### src/rtl/mem_arbiter.sv
// Two-port memory arbiter: selects one requester, runs a single-cycle memory
// access (or a range-error completion) and returns a one-cycle done pulse.
module mem_arbiter #(
  parameter logic [31:0] MEM_TOP = 32'd1023,
  parameter bit          RR      = 1'b1
) (
  input  logic        clock,
  input  logic        reset,
  input  logic [1:0]  req,
  input  logic [1:0]  rw,
  input  logic [1:0]  size0,
  input  logic [1:0]  size1,
  input  logic [31:0] addr0,
  input  logic [31:0] addr1,
  input  logic [31:0] wdata0,
  input  logic [31:0] wdata1,
  output logic [1:0]  gnt,
  output logic [1:0]  done,
  output logic        err,
  output logic [31:0] rdata,
  output logic        busy,
  output logic        m_en,
  output logic        m_rw,
  output logic [1:0]  m_size,
  output logic [31:0] m_abus,
  output logic [31:0] m_dbus_out,
  input  logic [31:0] m_dbus_in
);

  localparam int unsigned NP = 2;
  localparam int unsigned AW = 32;
  localparam int unsigned DW = 32;
  localparam int unsigned SW = 2;

  typedef enum logic [1:0] {
    IDLE   = 2'd0,
    ACCESS = 2'd1,
    FINISH = 2'd2
  } state_t;

  state_t        state;
  state_t        state_next;
  logic          owner;
  logic          owner_next;
  logic          last_owner;
  logic          last_owner_next;
  logic [NP-1:0] gnt_next;
  logic [NP-1:0] done_next;
  logic          err_next;
  logic          busy_next;
  logic [DW-1:0] rdata_next;
  logic          m_en_next;
  logic          m_rw_next;
  logic [SW-1:0] m_size_next;
  logic [AW-1:0] m_abus_next;
  logic [DW-1:0] m_dbus_out_next;

  logic          win_c;
  logic          sel_rw_c;
  logic [SW-1:0] sel_size_c;
  logic [AW-1:0] sel_addr_c;
  logic [DW-1:0] sel_wdata_c;
  logic          in_range_c;

  function automatic logic [NP-1:0] port_onehot(input logic p);
    return p ? NP'(2'b10) : NP'(2'b01);
  endfunction

  // Arbitration: single requester wins; a tie goes to the port that did not
  // own the bus last (round-robin) or always to port 0 (fixed priority).
  always_comb begin
    win_c = 1'b0;
    case (req)
      2'b10:   win_c = 1'b1;
      2'b11:   win_c = RR ? ~last_owner : 1'b0;
      default: win_c = 1'b0;
    endcase
  end

  // Request fields of the winning port, captured only on the grant edge.
  assign sel_rw_c    = rw[win_c];
  assign sel_size_c  = win_c ? size1  : size0;
  assign sel_addr_c  = win_c ? addr1  : addr0;
  assign sel_wdata_c = win_c ? wdata1 : wdata0;
  assign in_range_c  = (sel_addr_c <= MEM_TOP);

  // Next-state and next-output logic; memory bus fields hold unless a new
  // in-range access is launched.
  always_comb begin
    state_next      = state;
    owner_next      = owner;
    last_owner_next = last_owner;
    gnt_next        = gnt;
    done_next       = '0;
    err_next        = 1'b0;
    rdata_next      = rdata;
    m_en_next       = 1'b0;
    m_rw_next       = m_rw;
    m_size_next     = m_size;
    m_abus_next     = m_abus;
    m_dbus_out_next = m_dbus_out;

    case (state)
      IDLE: begin
        gnt_next = '0;
        if (req != '0) begin
          owner_next      = win_c;
          last_owner_next = win_c;
          gnt_next        = port_onehot(win_c);
          if (in_range_c) begin
            state_next      = ACCESS;
            m_en_next       = 1'b1;
            m_rw_next       = sel_rw_c;
            m_size_next     = sel_size_c;
            m_abus_next     = sel_addr_c;
            m_dbus_out_next = sel_wdata_c;
          end else begin
            state_next = FINISH;
            done_next  = port_onehot(win_c);
            err_next   = 1'b1;
            rdata_next = '0;
          end
        end
      end
      ACCESS: begin
        state_next = FINISH;
        done_next  = port_onehot(owner);
        if (m_rw) begin
          rdata_next = m_dbus_in;
        end
      end
      FINISH: begin
        state_next = IDLE;
        gnt_next   = '0;
      end
      default: begin
        state_next = IDLE;
        gnt_next   = '0;
      end
    endcase

    busy_next = (state_next != IDLE);
  end

  // State and registered outputs; reset aborts any transaction immediately.
  always_ff @(posedge clock or posedge reset) begin
    if (reset) begin
      state      <= IDLE;
      owner      <= 1'b0;
      last_owner <= 1'b1;
      gnt        <= '0;
      done       <= '0;
      err        <= 1'b0;
      busy       <= 1'b0;
      rdata      <= '0;
      m_en       <= 1'b0;
      m_rw       <= 1'b1;
      m_size     <= '0;
      m_abus     <= '0;
      m_dbus_out <= '0;
    end else begin
      state      <= state_next;
      owner      <= owner_next;
      last_owner <= last_owner_next;
      gnt        <= gnt_next;
      done       <= done_next;
      err        <= err_next;
      busy       <= busy_next;
      rdata      <= rdata_next;
      m_en       <= m_en_next;
      m_rw       <= m_rw_next;
      m_size     <= m_size_next;
      m_abus     <= m_abus_next;
      m_dbus_out <= m_dbus_out_next;
    end
  end

endmodule

### config.mk
export PLATFORM = sky130hd
export DESIGN_NAME = mem_arbiter
export DESIGN_NICKNAME = d
export VERILOG_FILES = /design/src/rtl/mem_arbiter.sv
export SDC_FILE = /design/constraint.sdc
export NUM_CORES = 1
export LEC_CHECK = 0
export BUFFER_PORTS_ARGS = -buffer_cell sky130_fd_sc_hd__buf_4
export CORE_MARGIN = 1
export CORE_UTILIZATION = 45
export DETAILED_ROUTE_END_ITERATION = 6
export PLACE_DENSITY = 0.81
export SETUP_SLACK_MARGIN = 0.02
export SKIP_CTS_REPAIR_TIMING = 1
export SYNTH_ARGS = -nofsm -noshare
export SYNTH_HDL_FRONTEND = slang
export SYNTH_SLANG_ARGS = --single-unit
### constraint.sdc
create_clock -name clock -period 3.5 [get_ports clock]
set_input_delay 0.175 -clock clock [delete_from_list [all_inputs] [get_ports clock]]
set_output_delay 0.175 -clock clock [all_outputs]
set_load 0.05 [all_outputs]
==> results of run 1 <==
worst max-delay path, cell delays in order, from the launching register on:
cell and delay (ns):
dfstp_2 0.40, a21boi_4 0.15, buf_4 0.50, nand4b_1 0.19, o22a_1 0.80, o21ai_0 0.23
logic make-up after synthesis:
logic type             after synthesis  share of synthesized area [%]
buffers and inverters               55                           4.72
AOI/OAI and AO/OA                   81                           10.6
and+or+nand+nor                     60                           7.39
muxes                               90                           22.9
DFF                                110                           54.4
registers in the layout (all words and copies together), names as in the netlist:
name and flops:
m_abus 32, m_rw 1, busy 1, err 1, last_owner 1, state 2
gnt 2, m_dbus_out 32, m_size 2, done 2, rdata 32, m_en 1
owner 1
worst paths after layout:
check | to | from | slack (ns)
min in group clock | last_owner$_DFFE_PP1P_ | req[0] | 0.02
worst min-delay path | m_abus[30]$_DFFE_PP0P_ | reset | -0.05
worst max-delay path | rdata[24]$_DFFE_PP0P_ | last_owner$_DFFE_PP1P_ | 1.03
worst min register to register | m_abus[21]$_DFFE_PP0P_ | m_abus[21]$_DFFE_PP0P_ | 0.50
max in group asynchronous | m_abus[19]$_DFFE_PP0P_ | reset | 2.71
worst max register to register | rdata[24]$_DFFE_PP0P_ | last_owner$_DFFE_PP1P_ | 1.03
area by class of cell:
class / count / share of cell area, %
repair buffers: 282 / 28.5
clock buffers: 11 / 1.90
flip-flops and latches: 110 / 36.9
clock inverters: 5 / 0.570
multi-input cells: 231 / 27.9
well taps: 140 / 2.35
inverters: 35 / 1.79
stage by stage:
stage          util, %  hold WS (ns)  cell area (um^2)
2_1_floorplan        -         0.238              5060
3_3_place_gp      66.8         0.362              7280
3_5_place_dp      66.8         0.374              7280
4_1_cts           68.5       -0.0399              7460
5_1_grt           68.5       0.00426              7460
6_report          68.5       -0.0471              7460
cell usage after synthesis, types with 2 or more instances:
cell type	count
buf_6	4
nand4_1	3
or4_1	2
nand2b_1	2
inv_1	35
o21ai_0	36
a21oi_1	3
mux2_2	49
a22oi_1	32
mux2i_1	2
buf_2	2
dfstp_2	2
nor2_1	7
nand2_1	5
mux2_4	39
nor4_1	12
o32ai_1	3
clkbuf_1	14
dfrtp_1	108
and2_1	22
metal layers:
metal	global-route usage, %	wire (um)	up-vias
met4	12.0	496	0
met2	43.7	7360	184
met3	5.06	930	40
met1	31.0	5840	2087
met5	0	0	-
li1	-	-	1954
power by group:
| group | leakage (nW) | internal [mW] | total [mW] | switching, mW |
|---|---|---|---|---|
| Combinational | 2.11 | 0.216 | 0.393 | 0.177 |
| Clock | 0.0901 | 0.285 | 0.710 | 0.425 |
| Sequential | 1.52 | 1.29 | 1.30 | 0.0121 |
| Total | 3.72 | 1.79 | 2.40 | 0.614 |
==> results.md, run 1 <==
Power and ir drop:
- The post-route total power is 2.40 mW.
- The worst-case IR drop observed on VDD is 0.187 mV.
- Dividing total power by cell area gives a power density of 322 nW/um^2.
- In this run the static leakage power is 3.72 nW.

Layout:
- In the final design database the tool counted 839 nets.
- In the layout the commonest cells are 281 x buf_4, 108 x dfrtp_1, 49 x mux2_2.
- Compared with the post-synthesis result, the final layout area differs by 47.4%.
- The number of fill cells is 813.
- The count of antenna diodes in the layout is 0.
- The multi-input gate area in the final layout is 2080 um^2.
- Leaving out fill and tap cells, the most frequent cell in the layout is buf_4.
- The sequential cell area is 2760 um^2.
- Cells with a size suffix above 1 make up 58.5% of the layout.
- The finished layout holds 814 standard cells, fillers aside.

Placement:
- Input and output buffers added on the ports amount to 275.
- The last weighted congestion value of the routability-driven placer is 0.982.
- The post-detailed-placement half-perimeter wirelength is 11,300 um.
- The placement-stage worst setup slack is 0.938 ns.
- Counting tap cells, the placed design contains a total of 798 instances.

Synthesis:
- The post-synthesis sequential element count is 110.
- The post-synth design cell area is 5060 um^2.
- During synthesis, Yosys emitted a total of 0 warnings.
- The number of distinct library cells after synthesis is 34.
- Yosys attributes the largest share of cell area to dfrtp_1 53%, mux2_4 12%, mux2_2 11%.
- In the synthesized netlist the async set-or-reset flop fraction comes to 100%.
- The cell count after synthesis is 396.
- The largest area contributor in the netlist is dfrtp_1.
- Yosys mapped a number of flops with a built-in enable equal to 0.
- Of the synthesized area, sequential elements account for 54.4%.
- In this run the biggest area consumer among cell types represents 53.4% of the synthesized area.
- After synthesis, the mean cell area works out to 12.8 um^2.
- In the synthesized netlist the dominant register cell turns out to be dfrtp_1.
- The number of nets in the synthesized netlist is 566.

Timing:
- The count of endpoints failing hold in the final timing report was 60.
- The worst hold slack is -0.0471 ns.
- The worst path in the final design needs a cycle of 2.47 ns, including I/O delays and setup.
- Setup violations remaining at the end of the flow were counted as 0.
- For the pin with the worst max-slew slack, the measured transition is 1.29 ns.
- The least setup slack across all paths after layout is 1.03 ns.
- The worst slew margin relative to its limit is 13.6%.
- The accumulated negative setup slack is 0 ns.
- On the final layout, the worst clock skew is 0.0214 ns.
- Setup repair after global routing left no endpoint under its margin.
- Timing would allow up to 404 MHz.
- Of the available clock period, the critical path in the final layout requires 70.7%.
- The max-slew violation count is 0.

Floorplan:
- The effective utilization at floorplan is 46.5%.
- The horizontal die dimension is 108 um.
- The vertical die dimension is 108 um.
- The die covers 11,700 um^2.
- 276 I/O pins were placed.
- The standard-cell row count is 38.
- The core footprint is 10,900 um^2.

Critical path:
- The maximum fanout along the worst path is 50.
- STA classifies the critical path startpoint as a flip-flop.
- At the worst endpoint, the required time is 3.69 ns.
- The worst-case reg-to-reg path depth is 5.
- The critical path class is reg -> reg.
- Data arrives at the worst endpoint at 2.66 ns.
- The nature of the critical path endpoint is a flip-flop.

Clocking:
- The H-tree generated during clock tree synthesis spans 3 levels.
- TritonCTS built the clock tree.
- The clock reaches the later pin of the worst-skew pair after 0.37 ns.
- The cell chosen for the clock root is clkbuf_8.
- The clock slew seen by the registers of the worst setup and hold paths is 0.10 ns.
- The clock net sink count is 110.
- The clock passes through at most 2 buffers.
- The TritonCTS buffer count is 9.

Global route:
- The initial antenna violation count was 0.
- The via count of the first global-routing pass is 4,477.
- The first global-routing pass estimated 22,700 um of wire.
- The leftover overflow at the end of global routing is 0.
- The global-route total usage across every layer is 25.6%.
- The pin count of the biggest net entering global routing is 65.

Routing:
- In the final routed layout, each cell accounts on average for 18.0 um.
- The via count is 4,265.
- In the routed design, unresolved DRC markers number 0.
- The remaining antenna violation count is 0.
- The detail-routed via count per cell is 5.24.
- The first TritonRoute pass finished after 4 iterations.
- For this block, the routed nets add up to 14,600 um of wire.
- The detailed router finished its first iteration with 265 violations.

Job:
- The max-capacitance violation count is 0.

Worst hold path:
- The type of the tightest min-delay check is in -> async.

Run status:
- The run finished, with violations left.
- The final reports fail on hold timing.
(Power assumes the default switching activity.)
==> run 2, diff against run 1 <==
--- a/config.mk
+++ b/config.mk
@@ -5,9 +5,10 @@
 export SDC_FILE = /design/constraint.sdc
 export NUM_CORES = 1
 export LEC_CHECK = 0
+export ABC_AREA = 1
 export BUFFER_PORTS_ARGS = -buffer_cell sky130_fd_sc_hd__buf_4
 export CORE_MARGIN = 1
-export CORE_UTILIZATION = 45
+export CORE_UTILIZATION = 46
 export DETAILED_ROUTE_END_ITERATION = 6
 export PLACE_DENSITY = 0.81
 export SETUP_SLACK_MARGIN = 0.02
==> constraint.sdc (replaced) <==
create_clock -name clock -period 2.35 [get_ports clock]
set_input_delay 0.1175 -clock clock [delete_from_list [all_inputs] [get_ports clock]]
set_output_delay 0.1175 -clock clock [all_outputs]
set_load 0.05 [all_outputs]
==> run 2 against run 1 <==
The run now ends clean. Clock power up 110%. Power grew 70%. Area after synthesis increased by 5.2%. Non-clock buffer count is 9 higher. Combinational power rose by 69%. Critical path depth rose by 7. Design area is 5.1% higher. Maximum frequency is 18% higher. Die area is 2.9% higher. Clock skew is 0.013 ns lower. Count of clock-buffer cells in the layout decreased by 1. Critical endpoint is now m_abus[9]$_DFFE_PP0P_.
==> results.md, run 2 <==
Routing:
- The post-detailed-route DRC marker count is 0 (unchanged).
- The remaining antenna violation count is 0 (unchanged).
- The first-pass detailed-route iteration total is 7 (+3).
- The average detailed-routed wire length per instance is 13.3 um (-26%).
- The aggregate routed wire length was 15,000 um (+2.5%).
- The via count was 5,293 (+24%).
- The violation count after the first detailed-routing iteration is 302 (+14%).
- The detail-routed via count per cell is 4.68 (-11%).

Clocking:
- The TritonCTS clock tree is done.
- The clock net sink count was 110 (unchanged).
- The maximum root-to-sink buffer count came to 2 (unchanged).
- The source-to-sink clock delay at the later pin of the worst-skew pair was 0.33 ns (-0.04 ns).
- The H-tree depth reported by CTS is 3 (unchanged).
- The clock slew seen by the registers of the worst setup and hold paths is 0.07 ns (-0.03 ns).
- The TritonCTS buffer count is 9 (unchanged).
- The cell chosen for the clock root is clkbuf_16.

Worst hold path:
- The worst hold path was traced through 5 stages.
- The startpoint identified for the worst hold timing path is wdata1[13].
- The type of the tightest min-delay check is in -> reg.
- For hold timing, the worst endpoint is m_dbus_out[13]$_DFFE_PP0P_.

Critical path:
- Tracing the worst setup path back leads to its startpoint at last_owner$_DFFE_PP1P_.
- The setup path with the least slack is of type reg -> reg.
- The source of the worst register-to-register timing path is last_owner$_DFFE_PP1P_.
- The internal reg-to-reg setup slack is 0.25 ns (-0.78 ns).
- The maximum fanout along the worst path came to 27 (-46%).
- The data arrival time of the critical path is 2.31 ns (-0.35 ns).
- The nature of the critical path endpoint is a flip-flop.
- The worst-case reg-to-reg path depth is 12 (+7).
- The type of origin of the critical path is a flip-flop.
- The required time at the endpoint of the critical path is 2.56 ns (-1.13 ns).
- The endpoint identified for the worst register-to-register timing path is m_abus[9]$_DFFE_PP0P_.

Timing:
- The max-slew violation count is 0 (unchanged).
- The part of the cycle the worst path needs came to 89.4% (+19 points).
- The count of endpoints failing hold in the final timing report is 0 (-100%).
- The least setup slack across all paths after layout was 0.249 ns (-0.777 ns).
- The time the final worst path needs with I/O delays and setup came to 2.10 ns (-0.373 ns).
- The slew at the pin closest to its max-slew limit is 0.791 ns (-0.503 ns).
- The accumulated negative setup slack is 0 ns (unchanged).
- The achievable frequency was 476 MHz (+18%).
- The clock skew after layout was 0.00886 ns (-0.0125 ns).
- The number of failing setup endpoints in the final timing report was 0 (unchanged).
- The worst slew margin relative to its limit is 47.1% (+33 points).
- Setup repair after global routing left no endpoint under its margin.

Layout:
- The final design area excluding fillers is 7840 um^2 (+5.1%).
- In the layout the commonest cells are 373 x nand2_1, 285 x buf_4, 108 x dfrtp_1.
- The fraction of final layout cells sized beyond drive strength 1 was 32.9% (-26 points).
- The most common cell after layout, fill and taps aside is nand2_1.
- The number of nets in the layout is 1,155 (+38%).
- The largest registers in the layout are m_abus x32, m_dbus_out x32, rdata x32.
- The number of cells in the finished layout apart from fillers was 1,130 (+39%).
- The number of fill cells was 970 (+19%).
- The count of antenna diodes in the layout is 0 (unchanged).
- The synthesis-to-layout area growth came to 47.3% (about the same).

Global route:
- The pin count of the biggest net entering global routing is 43 (-34%).
- The leftover overflow at the end of global routing is 0 (unchanged).
- The via count of the first global-routing pass is 4,996 (+12%).
- The global-route total usage across every layer is 25.3% (-0.23 points).
- The initial antenna violation count is 0 (unchanged).
- The first-pass GRT wire length is 23,700 um (+4.5%).

Placement:
- The port buffer count is 275 (unchanged).
- The number of placed instances with taps included is 1,113 (+39%).
- The placement-stage worst setup slack is 0.173 ns (-0.765 ns).
- The area after detailed placement was 7520 um^2 (+3.4%).
- The post-detailed-placement half-perimeter wirelength came to 11,300 um (about the same).
- The last weighted congestion value of the routability-driven placer is 0.826 (-16%).

Synthesis:
- For this run, the leading register cell type out of synthesis is dfrtp_1.
- By area, the combinational part of the netlist is dominated by simple AND/OR/NAND/NOR gates.
- Among all cell types in the netlist, the one instantiated most often is nand2_1.
- The synthesis warning total is 0 (unchanged).
- The post-synthesis sequential element count is 110 (unchanged).
- The average footprint of a synthesized cell is 7.40 um^2 (-42%).
- The simple logic cell fraction of the synthesized area came to 35.6% (+28 points).
- The area share of fa/ha/maj cells after synthesis was 0% (unchanged).
- The post-synth design cell area is 5330 um^2 (+5.2%).
- The synthesized-area fraction occupied by xor and xnor cells is 0% (unchanged).
- Sorting the synthesized cells by area gives the leading types as dfrtp_1 51%, nand2_1 26%, inv_1 4.4%.
- The fraction of synthesis flops using an asynchronous set or reset pin came to 100% (unchanged).
- The number of distinct library cells after synthesis was 21 (-38%).
- Ranked by instance count, the synthesized netlist is headed by 373 x nand2_1, 108 x dfrtp_1, 62 x inv_1.
- The number of nets produced by synthesis came to 890 (+57%).
- The largest area contributor in the netlist is dfrtp_1.
- The number of enable-type register cells in the synthesized netlist is 0 (unchanged).
- The compound-gate portion of the synthesized area was 1.50% (-9.1 points).
- The sequential cell area fraction in the yosys report was 51.7% (-2.7 points).
- The area share of the largest cell type after synthesis came to 50.8% (-2.6 points).
- The cell count after synthesis is 720 (+82%).
- The multiplexer fraction of the synthesized cell area came to 1.88% (-21 points).

Floorplan:
- The number of primary I/O pins is 276 (unchanged).
- The core footprint is 11,100 um^2 (+1.7%).
- The horizontal die dimension came to 110 um (+1.4%).
- The standard-cell row count is 38 (unchanged).
- The area of the die came to 12,000 um^2 (+2.9%).
- The effective utilization at floorplan is 48.1% (+1.6 points).
- The vertical die dimension is 110 um (+1.4%).

Power and ir drop:
- The leakage power total is 4.93 nW (+32%).
- The power density of the placed cells was 522 nW/um^2 (+62%).
- The post-route total power is 4.09 mW (+70%).
- The maximum vdd drop is 0.346 mV (+85%).

Job:
- The max-capacitance violation count came to 0 (unchanged).

Run status:
- The flow ran to the end, and the final reports show no timing, DRC or antenna violations.
run 2: cell types whose count changed after synthesis, moves of 27 or more:
cell and delta:
a22oi_1 -32, inv_1 +27, mux2_2 -49, mux2_4 -39
nand2_1 +368, nand3_1 +43, nor2_1 +36
run 2: area by class of cell:
type | instances | area, um^2 | share of cell area [%]
clock inverter | 6 | 70.1 | 0.893
sequential | 110 | 2760 | 35.1
clock buffer | 10 | 229 | 2.92
tap | 140 | 175 | 2.23
inverter | 73 | 279 | 3.56
multi-input combinational | 500 | 2080 | 26.6
timing repair buffer | 291 | 2250 | 28.7
run 2: report_power, final:
group / switching (mW) / internal, mW / total (mW)
logic: 0.356 / 0.308 / 0.665
clock network: 0.671 / 0.835 / 1.51
registers: 0.00986 / 1.91 / 1.92
total: 1.04 / 3.06 / 4.09
run 2: metrics by stage:
| step | util (%) | hold slack [ns] |
|---|---|---|
| 5_1_grt | 70.8 | 0.0841 |
| 4_1_cts | 70.6 | -0.0553 |
| 3_3_place_gp | 67.9 | 0.311 |
| 2_1_floorplan | - | 0.297 |
| 6_report | 70.8 | 0.0696 |
| 3_5_place_dp | 67.9 | 0.304 |
run 2: critical path, cell delays in order, from the launching register on:
cell	delay, ns
dfstp_2	0.54
nand2_2	0.09
nand2_8	0.15
inv_2	0.12
nand2_1	0.07
nand2_1	0.05
nor2_1	0.09
nand2_1	0.10
nor2_4	0.15
nand3_2	0.17
buf_4	0.27
nand2_1	0.08
o21ai_0	0.08
run 2: kinds of logic (layout without fill, tap and decap cells):
| family | Yosys count | in the layout |
|---|---|---|
| compound gates | 16 | 16 |
| flops | 110 | 110 |
| simple gates | 474 | 474 |
| buf+inv | 110 | 380 |
| mux | 10 | 10 |
run 2: worst max-delay path by stage:
stage	cells after the start	endpoint
after detailed placement	12	m_abus[9]$_DFFE_PP0P_
after floorplan	14	m_abus[10]$_DFFE_PP0P_
after global placement	12	m_abus[7]$_DFFE_PP0P_
final	12	m_abus[9]$_DFFE_PP0P_
after global routing	13	m_dbus_out[8]$_DFFE_PP0P_
after CTS	12	m_abus[0]$_DFFE_PP0P_
run 2: metal layers:
metal | GRT usage, % | vias to the layer above | part of all wire [%] | wire length (um)
met3 | 7.35 | 20 | 8.3 | 1240
met2 | 43.4 | 193 | 49 | 7410
li1 | - | 2677 | - | -
met5 | 0 | - | 0 | 0
met1 | 31.4 | 2403 | 41 | 6100
met4 | 6.29 | 0 | 1.6 | 238
==> run 3, diff against run 2 <==
--- a/config.mk
+++ b/config.mk
@@ -5,10 +5,9 @@
 export SDC_FILE = /design/constraint.sdc
 export NUM_CORES = 1
 export LEC_CHECK = 0
-export ABC_AREA = 1
 export BUFFER_PORTS_ARGS = -buffer_cell sky130_fd_sc_hd__buf_4
 export CORE_MARGIN = 1
-export CORE_UTILIZATION = 46
+export CORE_UTILIZATION = 45
 export DETAILED_ROUTE_END_ITERATION = 6
 export PLACE_DENSITY = 0.81
 export SETUP_SLACK_MARGIN = 0.02
==> run 3 against run 2 <==
The run now ends with hold timing left. First-iteration DRC count down 19%. Routed wire length is 3.0% higher. Worst setup slack got worse by 0.071 ns. Power down 6.2%. Via count shrank 17%.
==> results.md, run 3 (synthesis gave the netlist of run 1 again) <==
Clocking:
- The clock slew seen by the registers of the worst setup and hold paths is 0.11 ns (+0.04 ns).
- The H-tree depth reported by CTS is 3 (unchanged).
- The TritonCTS buffer count is 9 (unchanged).
- The source-to-sink clock delay at the later pin of the worst-skew pair is 0.36 ns (+0.03 ns).
- The cell chosen for the clock root is clkbuf_8.
- TritonCTS built the clock tree.
- The clock net sink count is 110 (unchanged).
- The maximum root-to-sink buffer count is 2 (unchanged).

Power and ir drop:
- The post-route total power is 3.84 mW (-6.2%).
- The power density of the placed cells is 495 nW/um^2 (-5.2%).
- The maximum vdd drop came to 0.324 mV (-6.5%).
- The leakage power total was 3.86 nW (-22%).

Layout:
- The number of fill cells is 784 (-19%).
- The fraction of final layout cells sized beyond drive strength 1 was 58.2% (+25 points).
- The multi-input gate area in the final layout is 2080 um^2 (-0.12%).
- The sequential cell area is 2760 um^2 (unchanged).
- The number of nets in the layout came to 862 (-25%).
- The final design area excluding fillers was 7760 um^2 (-1.1%).
- The synthesis-to-layout area growth is 53.2%.
- The most common cell after layout, fill and taps aside is buf_4.
- The top cell types in the final layout, fill and taps aside, are 288 x buf_4, 108 x dfrtp_1, 49 x mux2_2.
- The count of antenna diodes in the layout is 0 (unchanged).
- The number of cells in the finished layout apart from fillers is 837 (-26%).
- The largest registers in the layout are m_abus x32, m_dbus_out x32, rdata x32.

Critical path:
- The cell with the biggest individual delay on the critical path is o22a_1.
- The data arrival time of the critical path was 2.42 ns (+0.11 ns).
- The worst-case reg-to-reg path depth is 4 (-8).
- The signal on the critical path passes through nor2_1 -> nand4_1 -> o22a_1 -> o21ai_0.
- The internal reg-to-reg setup slack is 0.18 ns (-0.07 ns).
- The delay contributed by the slowest stage of the critical path is 0.60 ns (+0.06 ns).
- The maximum fanout along the worst path is 32 (+19%).
- The nature of the critical path endpoint is a flip-flop.
- The count of buffering cells on the critical path with inverters included came to 0 (-2).
- The type of origin of the critical path is a flip-flop.
- The critical path class is reg -> reg.
- The destination of the worst register-to-register timing path is rdata[30]$_DFFE_PP0P_.
- The worst register-to-register path begins at state[0]$_DFF_PP0_.
- The required time at the endpoint of the critical path is 2.60 ns (+0.04 ns).
- Among cell families on the critical path, the largest total delay comes from compound AO/OA/AOI/OAI gates.

Floorplan:
- The horizontal die dimension was 108 um (-1.4%).
- The standard-cell row count is 38 (unchanged).
- The core footprint was 10,900 um^2 (-1.7%).
- The number of primary I/O pins is 276 (unchanged).
- The effective utilization at floorplan is 46.5% (-1.6 points).
- The area of the die is 11,700 um^2 (-2.8%).
- The vertical die dimension was 108 um (-1.4%).

Worst hold path:
- The min-delay analysis places its worst path in the category in -> reg.
- In this run the most critical hold path is launched from m_dbus_in[28].
- The cell count of the worst hold path is 3 (-2).
- For hold timing, the worst endpoint is rdata[28]$_DFFE_PP0P_.

Timing:
- The part of the cycle the worst path needs is 92.4% (+3.0 points).
- The count of endpoints failing hold in the final timing report came to 3 (+3).
- The accumulated negative setup slack is 0 ns (unchanged).
- The slew at the pin closest to its max-slew limit is 1.07 ns (+0.278 ns).
- The achievable frequency is 460 MHz (-3.2%).
- Setup repair after global routing left no endpoint under its margin.
- The max-slew violation count was 0 (unchanged).
- The worst slew margin relative to its limit was 28.7% (-18 points).
- The number of failing setup endpoints in the final timing report came to 0 (unchanged).
- The worst hold slack came to -0.00561 ns (-0.0752 ns).
- The clock skew after layout was 0.0171 ns (+0.00823 ns).
- The time the final worst path needs with I/O delays and setup is 2.17 ns (+0.0706 ns).

Global route:
- The first-pass GRT wire length is 23,000 um (-2.9%).
- The via count of the first global-routing pass was 4,512 (-9.7%).
- The leftover overflow at the end of global routing is 0 (unchanged).
- The pin count of the biggest net entering global routing is 41 (-4.7%).
- The global-route total usage across every layer is 26.2% (+0.91 points).
- The initial antenna violation count came to 0 (unchanged).

Routing:
- The first-pass detailed-route iteration total is 4 (-3).
- The detail-routed via count per cell is 5.24 (+12%).
- The average detailed-routed wire length per instance is 18.5 um (+39%).
- The aggregate routed wire length came to 15,500 um (+3.0%).
- The remaining antenna violation count is 0 (unchanged).
- The via count is 4,390 (-17%).
- The post-detailed-route DRC marker count is 0 (unchanged).
- The violation count after the first detailed-routing iteration is 246 (-19%).

Placement:
- The port buffer count is 275 (unchanged).
- The number of placed instances with taps included was 808 (-27%).
- The last weighted congestion value of the routability-driven placer is 0.953 (+15%).
- The post-detailed-placement half-perimeter wirelength is 11,700 um (+3.6%).
- The area after detailed placement is 7390 um^2 (-1.8%).

Job:
- The max-capacitance violation count is 0 (unchanged).

Run status:
- The flow ran to the end, but the final reports show violations.
- The final reports fail on hold timing.
[run 3: cell count changes in the layout (fill, tap and decap cells not counted), sizes merged, moves of 11 or more]
cell	before	now
nor4	0	13
nand3	46	2
nor2	45	7
nand2	376	5
dlygate4sd3	1	12
and2	0	22
inv	72	37
mux2	0	88
o21ai	16	36
a22oi	0	32
[run 3: worst max-delay path by stage]
| stage | from | end | slack [ns] | depth (start not counted) |
|---|---|---|---|---|
| 6_report | state[0]$_DFF_PP0_ | rdata[30]$_DFFE_PP0P_ | 0.18 | 4 |
| 5_1_grt | state[0]$_DFF_PP0_ | rdata[30]$_DFFE_PP0P_ | 0.05 | 4 |
| 4_1_cts | state[0]$_DFF_PP0_ | m_dbus_out[4]$_DFFE_PP0P_ | 0.02 | 5 |
| 3_5_place_dp | state[0]$_DFF_PP0_ | m_dbus_out[4]$_DFFE_PP0P_ | 0.06 | 5 |
| 3_3_place_gp | state[0]$_DFF_PP0_ | m_dbus_out[6]$_DFFE_PP0P_ | 0.09 | 5 |
| 2_1_floorplan | state[0]$_DFF_PP0_ | m_abus[0]$_DFFE_PP0P_ | 0.35 | 5 |
[run 3: per-stage QoR]
| stage | setup slack [ns] | hold WS (ns) | util, % |
|---|---|---|---|
| after CTS | 0.0220 | -0.103 | 69.9 |
| final | 0.178 | -0.00561 | 71.2 |
| after detailed placement | 0.0587 | 0.305 | 67.9 |
| after floorplan | 0.348 | 0.180 | - |
| after global routing | 0.0488 | 0.00165 | 71.2 |
| after global placement | 0.0858 | 0.290 | 67.9 |
[run 3: where the power goes]
group          total [mW]  switching (mW)  internal [mW]  leakage [nW]
clock network        1.28           0.659          0.616         0.116
registers            1.94          0.0187           1.92          1.52
logic               0.627           0.280          0.346          2.23
[run 3: routing by layer]
metal  track usage, %  part of all wire, %
met1             29.2                   37
met2             47.3                   53
met3             5.36                  6.7
met4             13.4                  3.5
met5                0                    0
[run 3: worst register-to-register path, cell delays in order, from the launching register on]
cell and delay [ns]:
dfrtp_1 0.45, nor2_1 0.37, nand4_1 0.28, o22a_1 0.60, o21ai_0 0.36
[run 3: cell type report]
class                      instances  share of cell area (%)
tap                              140                    2.26
clock inverter                     7                    1.32
sequential                       110                    35.5
timing repair buffer             305                    30.7
clock buffer                       9                    1.60
inverter                          35                    1.74
multi-input combinational        231                    26.8
